`config.mk`:
```
export PLATFORM = sky130hd
export DESIGN_NAME = hack_screen_scanner
export DESIGN_NICKNAME = d
export VERILOG_FILES = /design/src/rtl/hack_mem_pkg.sv /design/src/rtl/hack_pixel_shifter.sv /design/src/rtl/hack_screen_scanner.sv
export SDC_FILE = /design/constraint.sdc
export NUM_CORES = 1
export LEC_CHECK = 0
export CAP_MARGIN = 10
export CELL_PAD_IN_SITES_DETAIL_PLACEMENT = 1
export CELL_PAD_IN_SITES_GLOBAL_PLACEMENT = 1
export CORE_MARGIN = 3
export CORE_UTILIZATION = 38
export DETAILED_ROUTE_END_ITERATION = 6
export GPL_TIMING_DRIVEN = 1
export HOLD_SLACK_MARGIN = 0.08
export PLACE_DENSITY_LB_ADDON = 0.1
export SKIP_LAST_GASP = 1
export SYNTH_ARGS = -nofsm -noshare
export SYNTH_HDL_FRONTEND = slang
export SYNTH_SLANG_ARGS = --single-unit
```
`constraint.sdc`:
```
create_clock -name clk -period 1.8 [get_ports clk]
set_input_delay 0.27 -clock clk [delete_from_list [all_inputs] [get_ports clk]]
set_output_delay 0.27 -clock clk [all_outputs]
set_load 0.02 [all_outputs]
```
`src/rtl/hack_mem_pkg.sv`:
```
// Shared Hack data-memory constants and the screen scanner fetch-state type.
package hack_mem_pkg;

    localparam int              ADDR_W       = 15;
    localparam int              WORD_W       = 16;
    localparam int              BIT_W        = $clog2(WORD_W);
    localparam int              SCREEN_WORDS = 8192;
    localparam logic [ADDR_W-1:0] SCREEN_BASE = 15'h4000;
    localparam logic [ADDR_W-1:0] KBD_ADDR    = 15'h6000;

    typedef enum logic [1:0] {
        IDLE,
        REQ,
        DRAIN
    } fetch_state_e;

endpackage

```
`src/rtl/hack_pixel_shifter.sv`:
```
// One-word pixel shifter: loads a 16-bit word and emits it LSB-first
// over a valid/ready handshake, reloading on its last bit with no bubble.
module hack_pixel_shifter
    import hack_mem_pkg::*;
(
    input  logic              clk,
    input  logic              reset,
    input  logic              load_avail,
    input  logic [WORD_W-1:0] load_data,
    output logic              load,
    input  logic              pix_ready,
    output logic              pix_valid,
    output logic              pix_data,
    output logic              xfer
);

    logic [WORD_W-1:0] shift_reg;
    logic [BIT_W-1:0]  bit_cnt;
    logic              empty;
    logic              last_bit;

    assign pix_valid = !empty;
    assign pix_data  = shift_reg[0];
    assign xfer      = pix_valid && pix_ready;
    assign last_bit  = xfer && (bit_cnt == BIT_W'(WORD_W - 1));
    assign load      = load_avail && (empty || last_bit);

    // NOTE: clocked state uses non-blocking assignments so every flop samples pre-edge values.
    always_ff @(posedge clk) begin
        if (reset) begin
            shift_reg <= '0;
            bit_cnt   <= '0;
            empty     <= 1'b1;
        end else if (load) begin
            shift_reg <= load_data;
            bit_cnt   <= '0;
            empty     <= 1'b0;
        end else if (xfer) begin
            // Zero-fill keeps pix_data low once the word has drained.
            shift_reg <= shift_reg >> 1;
            bit_cnt   <= bit_cnt + 1'b1;
            if (last_bit) begin
                empty <= 1'b1;
            end
        end
    end

endmodule

```
`src/rtl/hack_screen_scanner.sv`:
```
// Reads the Hack screen frame buffer over a shared req/gnt port and streams
// it out as 1-bit pixels with scanline and frame markers.
module hack_screen_scanner
    import hack_mem_pkg::*;
#(
    parameter logic [ADDR_W-1:0] BASE_ADDR     = SCREEN_BASE,
    parameter int                WORDS_PER_ROW = 32,
    parameter int                ROWS          = SCREEN_WORDS / WORDS_PER_ROW
) (
    input  logic              clk,
    input  logic              reset,
    input  logic              enable,
    output logic              mem_req,
    output logic [ADDR_W-1:0] mem_addr,
    input  logic              mem_gnt,
    input  logic [WORD_W-1:0] mem_rdata,
    output logic              pix_valid,
    input  logic              pix_ready,
    output logic              pix_data,
    output logic              pix_sol,
    output logic              pix_eol,
    output logic              pix_sof,
    output logic              frame_done
);

    localparam int TOTAL_WORDS = WORDS_PER_ROW * ROWS;
    localparam int PIX_PER_ROW = WORDS_PER_ROW * WORD_W;
    localparam int IDX_W       = $clog2(TOTAL_WORDS + 1);
    localparam int COL_W       = $clog2(PIX_PER_ROW);
    localparam int ROW_W       = (ROWS > 1) ? $clog2(ROWS) : 1;

    fetch_state_e      state;
    logic [IDX_W-1:0]  fetch_idx;
    logic              buf_full;
    logic [WORD_W-1:0] buf_data;
    logic [COL_W-1:0]  col;
    logic [ROW_W-1:0]  row;
    logic              grant;
    logic              load;
    logic              xfer;
    logic              last_col;
    logic              last_row;
    logic              last_pix;

    assign mem_req  = (state == REQ) && !buf_full && (fetch_idx < IDX_W'(TOTAL_WORDS));
    assign mem_addr = BASE_ADDR + ADDR_W'(fetch_idx);
    assign grant    = mem_req && mem_gnt;

    assign last_col = (col == COL_W'(PIX_PER_ROW - 1));
    assign last_row = (row == ROW_W'(ROWS - 1));
    assign last_pix = xfer && last_col && last_row;

    assign pix_sol  = pix_valid && (col == '0);
    assign pix_eol  = pix_valid && last_col;
    assign pix_sof  = pix_valid && (col == '0) && (row == '0);

    // A grant into an empty buffer bypasses straight to an idle shifter.
    hack_pixel_shifter u_shifter (
        .clk        (clk),
        .reset      (reset),
        .load_avail (buf_full || grant),
        .load_data  (buf_full ? buf_data : mem_rdata),
        .load       (load),
        .pix_ready  (pix_ready),
        .pix_valid  (pix_valid),
        .pix_data   (pix_data),
        .xfer       (xfer)
    );

    always_ff @(posedge clk) begin
        if (reset) begin
            state      <= IDLE;
            fetch_idx  <= '0;
            buf_full   <= 1'b0;
            buf_data   <= '0;
            frame_done <= 1'b0;
        end else begin
            frame_done <= last_pix;

            case (state)
                IDLE:    if (enable) state <= REQ;
                REQ:     if (grant && fetch_idx == IDX_W'(TOTAL_WORDS - 1)) state <= DRAIN;
                DRAIN:   if (last_pix) state <= enable ? REQ : IDLE;
                default: state <= IDLE;
            endcase

            if (state == DRAIN && last_pix) begin
                fetch_idx <= '0;
            end else if (grant) begin
                fetch_idx <= fetch_idx + 1'b1;
            end

            // mem_req implies an empty buffer, so a grant can never clobber held data.
            if (load) begin
                buf_full <= 1'b0;
            end else if (grant) begin
                buf_full <= 1'b1;
                buf_data <= mem_rdata;
            end
        end
    end

    always_ff @(posedge clk) begin
        if (reset) begin
            col <= '0;
            row <= '0;
        end else if (xfer) begin
            if (last_col) begin
                col <= '0;
                row <= last_row ? '0 : row + 1'b1;
            end else begin
                col <= col + 1'b1;
            end
        end
    end

endmodule

```
# Word level (Yosys, flattened, before mapping)
# Cells that the tools add are included.
dict set report totals {
  regBits 72
  latch_bits 0
  ramBits 0
  rom_bits 0
  input_bits 21
  out_inout_bits 22
  wordCells 67
  memories 0
}
dict set report op_classes {
  n_addsub 5
  mul 0
  div_mod_pow 0
  n_lt_le_gt_ge 1
  eq_ne 9
  shift 0
  muxes 13
  bitwise 1
  reduce_logical 28
}
# cell n
set ops {}
lappend ops {{$mux 16} 3}
lappend ops {{$add 15x14->15 const A} 1}
lappend ops {{$add 14x1->14 const B} 1}
lappend ops {{$eq 14x13->1 const B} 1}
lappend ops {{$lt 14x14->1 const B} 1}
lappend ops {{$logic_and 1x1->1} 13}
lappend ops {{$add 9x1->9 const B} 1}
lappend ops {{$eq 9x9->1 const B} 1}
lappend ops {{$logic_not 9->1} 1}
lappend ops {{$mux 9} 1}
lappend ops {{$add 8x1->8 const B} 1}
lappend ops {{$eq 8x8->1 const B} 1}
lappend ops {{$logic_not 8->1} 1}
lappend ops {{$mux 8} 1}
lappend ops {{$mux 2} 3}
lappend ops {{$pmux 2 s3} 1}
lappend ops {{$reduce_and 2->1} 3}
lappend ops {{$add 4x1->4 const B} 1}
lappend ops {{$eq 4x4->1 const B} 1}
lappend ops {{$mux 1} 4}
lappend ops {{$ne 2x2->1 const B} 2}
lappend ops {{$reduce_bool 2->1} 2}
lappend ops {{$reduce_or 2->1} 2}
lappend ops {{$reduce_and 3->1} 1}
lappend ops {{other kinds (7)} 9}

# Depth between registers and ports, before layout
dict set report depth {
  depth_word 8
  mapped_depth 9
  ltp_nobuf 8
}

# Cells and area by module
# Synthesis repeated with hierarchy kept, for this count alone.
dict set report hier_totals {
  cells_unflattened 377
  area_unflattened_um2 3498.4
}
# mod n_inst cells_per_inst area_each_um2 seq_area_each_um2
set by_module_without_submodules {}
lappend by_module_without_submodules {hack_screen_scanner 1 281 2429.8 1021.0}
lappend by_module_without_submodules {hack_pixel_shifter 1 96 1068.5 420.4}

# Least setup slack after synthesis
# Ideal clock, no wire load.
dict set report synth_path {
  path_kind {register -> output}
  start {register col[3]}
  end {output pix_sof}
  arrival_ns 1.753
  required_time_ns 1.530
  slack_ns -0.223
  path_stages_with_launch 5
  n_path_buf 0
  cell_sequence {dfxtp_1 -> nor4_1 -> nand3b_1 -> nor4_1 -> and3_1}
}
dict set report synth_via {
  elab_chain_len 3
}
# item line_no
set synth_rtl {}
lappend synth_rtl {{start: declaration} hack_screen_scanner.sv:36} ;# logic [COL_W-1:0] col;
lappend synth_rtl {{start signal: assignment} hack_screen_scanner.sv:112} ;# col <= col + 1'b1;
lappend synth_rtl {{$logic_not 9->1} -}
lappend synth_rtl {{$logic_and 1x1->1} -}
lappend synth_rtl {{via pix_sol} hack_screen_scanner.sv:20} ;# output logic pix_sol,
lappend synth_rtl {{$logic_and 1x1->1} hack_screen_scanner.sv:55} ;# assign pix_sof = pix_valid && (col == '0) && (row == '0);
lappend synth_rtl {{end: declaration} hack_screen_scanner.sv:22} ;# output logic pix_sof,
# The timed path passes the listed nets, and every way through them passes these cells.

# Worst setup path after layout
dict set report layout_path {
  start {register col[6]}
  end {register state[0]}
}
dict set report layout_via {
  elab_chain_len 5
}
# item line_no
set layout_rtl {}
lappend layout_rtl {{$eq 9x9->1} hack_screen_scanner.sv:49} ;# assign last_col = (col == COL_W'(PIX_PER_ROW - 1));
lappend layout_rtl {{$logic_and 1x1->1 (2 in series)} hack_screen_scanner.sv:51} ;# assign last_pix = xfer && last_col && last_row;
lappend layout_rtl {{$ne 2x2->1 (no line)} -}
lappend layout_rtl {{$reduce_and 3->1 (no line)} -}
lappend layout_rtl {{end signal: assignment} hack_screen_scanner.sv:83} ;# DRAIN: if (last_pix) state <= enable ? REQ : IDLE;
lappend layout_rtl {{end: declaration} hack_screen_scanner.sv:32} ;# fetch_state_e state;
# No other way between the ends.
# A chain may end at the register's enable or synchronous reset.

==> impl_table.tex <==
\begin{tabular}{lr}
\hline
Metric & Value \\
\hline
\multicolumn{2}{l}{\textbf{Timing}} \\
Accumulated negative setup slack & -1.630 ns \\
RSZ-0062 raised after global routing & true \\
Final-report hold violation count & 0 \\
Achievable clock frequency & 517.9 MHz \\
Setup Viol. Count Final & 22 \\
Pins Over Slew Limit & 0 \\
Final period util & 107.3\% \\
Post-route worst setup slack & -0.1307 ns \\
Min cycle time layout & roughly 1.9 ns \\
Worst-case clock skew & 0.01193 ns \\
\multicolumn{2}{l}{\textbf{Route}} \\
Via count normalized by instance count & 5.251 \\
Average wire length per cell after detail routing & 15.25 um \\
DRC & 0 \\
DRT iter0 DRCs & 77 \\
Number of iterations in the first detailed-routing pass & 4 \\
ANT nets after route & 0 \\
Vias & 2972 \\
Total Wirelength & 8.632 mm \\
\multicolumn{2}{l}{\textbf{CTS}} \\
Post-CTS clock slew at the launch and capture registers of the worst setup and hold paths & approximately 0.08 ns \\
Number of buffers between clock root and the deepest sink & 2 \\
Cts-stage hold buffer count & 0 \\
Clock tree from TritonCTS & yes \\
Clock Tree Root & sky130\_fd\_sc\_hd\_\_clkbuf\_8 \\
Total clock buffers created by CTS & 9 \\
CTS Sinks & 72 \\
Clock insertion delay at the later pin of the skew report & 0.35 ns \\
CTS H-tree lvls & 3 \\
\multicolumn{2}{l}{\textbf{Setup path}} \\
Slowest Stage Delay on Critical Path & 0.57 ns \\
Master of the slowest instance on the critical path & sky130\_fd\_sc\_hd\_\_or4\_4 \\
CP startpoint kind & register \\
Maximum fanout encountered on the critical timing path & 3 \\
Ordered list of cells on the worst path & buf\_6 > nand4\_1 > nor2\_2 > ha\_2 > nand3b\_4 > or4\_4 > a21oi\_2 > a31o\_1 \\
Critical Path Sink Type & register \\
Worst path required time & $\sim$2.1 ns \\
Start-to-end type of the worst setup path & register to register \\
Arrival time at the worst endpoint & 2.22 ns \\
\multicolumn{2}{l}{\textbf{Outcome}} \\
Outcome & finished, violations left \\
Violated checks & setup timing \\
\multicolumn{2}{l}{\textbf{Floorplan}} \\
Initial Util & between 40\% and 50\% \\
Die Area & 0.01007 mm2 \\
Vert. Die Dim & roughly 100 um \\
Number of standard-cell rows in the floorplan & 33 \\
Core outline area & 0.008423 mm2 \\
Die W & $\sim$100 um \\
Number of primary I/O pins & 43 \\
\multicolumn{2}{l}{\textbf{Min path}} \\
Type of the tightest min-delay check & input pin to register \\
\multicolumn{2}{l}{\textbf{Placed design}} \\
DP HPWL & 5.817 mm \\
Post-detailed-placement cell area & roughly 0.0042 mm2 \\
Gp weighted congestion & approximately 0.73 \\
Port-buffer cells & just over 40 \\
\multicolumn{2}{l}{\textbf{Synthesis}} \\
Main area contributors after synthesis & sky130\_fd\_sc\_hd\_\_dfxtp\_1, sky130\_fd\_sc\_hd\_\_nor2\_1, sky130\_fd\_sc\_hd\_\_nand2\_1, sky130\_fd\_sc\_hd\_\_mux2i\_1, sky130\_fd\_sc\_hd\_\_xnor2\_1 \\
Post-synthesis mux area share & 5.364\% \\
Library cell with the largest summed area after synthesis & sky130\_fd\_sc\_hd\_\_dfxtp\_1 \\
Dominant combinational cell family by area after synthesis & simple AND/OR/NAND/NOR gates \\
Compound-cell area share of the yosys netlist & 11.62\% \\
Total of warnings raised by yosys & 0 \\
Synthesized area per cell & 8.830 um2 \\
Number of nets in the synthesized netlist & 411 \\
Gate count of the mapped netlist & 383 \\
Post-synthesis xor/xnor area fraction & 6.474\% \\
Distinct cell type count of the synthesized netlist & 45 \\
Flops \& latches, synth & between 70 and 80 \\
Sequential cell area fraction in the yosys report & a little over two fifths \\
Post-Synthesis Cell Area & 0.003382 mm2 \\
Area share of fa/ha/maj cells after synthesis & 2.590\% \\
Post-synthesis share of cell area spent on and, or, nand and nor gates & between 20\% and 30\% \\
Top-area cell type share of the netlist area & 42.62\% \\
\multicolumn{2}{l}{\textbf{Power and ir drop}} \\
Power Dens Cells & 725.1 mW/mm2 \\
Static power due to leakage & 0.001614 uW \\
Largest voltage drop on the vdd net & between 0.4 and 0.5 mV \\
\multicolumn{2}{l}{\textbf{Cells and area}} \\
Most frequent cells in the layout & sky130\_fd\_sc\_hd\_\_dfxtp\_1, sky130\_fd\_sc\_hd\_\_nand2\_1, sky130\_fd\_sc\_hd\_\_nor2\_1 \\
Antenna diode count & 0 \\
Area grow syn2layout & 37.62\% \\
Final \#Nets & 484 \\
Proportion of layout cells with a drive suffix above 1 & roughly 24\% \\
Final core occ & 55.26\% \\
Final instance area & 0.004654 mm2 \\
Commonest non-fill, non-tap cell in the layout & sky130\_fd\_sc\_hd\_\_dfxtp\_1 \\
\multicolumn{2}{l}{\textbf{Global routing}} \\
Via count of the first global-routing pass & 3206 \\
Wire length of the first global-routing pass & 15.06 mm \\
Maximum number of pins on one net before global-route repair & 41 \\
Global-route total usage across every layer & 18.31\% \\
Final global-route overflow total & 0 \\
Number of antenna violations at the first check in global routing & 0 \\
\multicolumn{2}{l}{\textbf{Run}} \\
Max Cap Viol & 0 \\
\hline
\end{tabular}
stage by stage:
step / power (uW) / worst slack (ns) / hold slack (ns) / std cells
2_1_floorplan: 1923 / -0.007733 / 0.4169 / 383
6_report: 3375 / -0.1307 / 0.2970 / 566
3_5_place_dp: 2115 / -0.1828 / 0.4684 / 543
4_1_cts: 3423 / -0.1792 / 0.2754 / 565
3_3_place_gp: 2103 / -0.1937 / 0.4553 / 543
5_1_grt: 3556 / -0.2289 / 0.3271 / 566
layout make-up:
type	instances	area, um2
clock inverters	7	71.32
inverters	9	33.78
repair buffers	86	878.3
fillers	959	3769
multi-input cells	278	1963
well taps	105	131.4
clock buffers	9	123.9
flip-flops and latches	72	1453
what timing repair did:
item,4_1_cts,5_1_grt
setup endpoints to repair,30,37
gates cloned,1,0
buffers inserted,5,2
resized for setup,29,36
pin swaps,11,14
power by group:
part | total, uW | switching [uW] | internal [uW]
Combinational | 419 | 206 | 212
Sequential | 1670 | 33.2 | 1640
Clock | 1280 | 643 | 639
Total | 3370 | 883 | 2490
worst max-delay path, delay by kind of cell (launching register included):
kind	cells	cell delay, ns
AO/OA/AOI/OAI	2	0.24
buffers and inverters	1	0.09
AND/OR/NAND/NOR	4	0.94
flip-flops	1	0.38
adder cells (fa/ha/maj)	1	0.21
final timing paths:
kind | startpoint | endpoint | slack, ns | depth (start not counted)
worst max-delay path | col[6] | state[0] | -0.13 | 8
worst min-delay path | reset | row[4] | 0.30 | 2
worst max register to register | col[6] | state[0] | -0.13 | 8
worst min register to register | u_shifter.shift_reg[15] | u_shifter.shift_reg[15] | 0.48 | 2
Yosys cell counts, drive strengths merged:
master    n
mux2      1
clkbuf   12
nand3b    3
nor2     49
nor3     18
mux2i    17
nand4    10
and4bb    1
a21oi    12
nand4bb   1
dfxtp    72
xor2      7
inv       9
a21o      2
nor3b     1
nand2    48
a41o      1
nor4b     2
o21a      1
and3      2
nor2b    18
nand4b    1
or3       2
xnor2    18
and3b     1
nor4      8
o21ai     3
a41oi     1
ha        7
a311oi   15
buf      12
a31o      2
conb      1
nand2b    2
or4       1
nand3     7
a211oi   15
layer usage:
layer / global-route usage, % / wire (um)
met1: 22.55 / 3916
met2: 31.80 / 4386
met3: 4.934 / 241
met4: 4.249 / 87
met5: 0 / 0
logic make-up after synthesis:
logic type,Yosys count
DFF,72
xor gates and xnor gates,25
and+or+nand+nor,175
other,1
AOI/OAI and AO/OA,52
buffers and inverters,33
muxes,18
adders and majority gates,7
No activity file was read; power rests on OpenSTA's default activity.
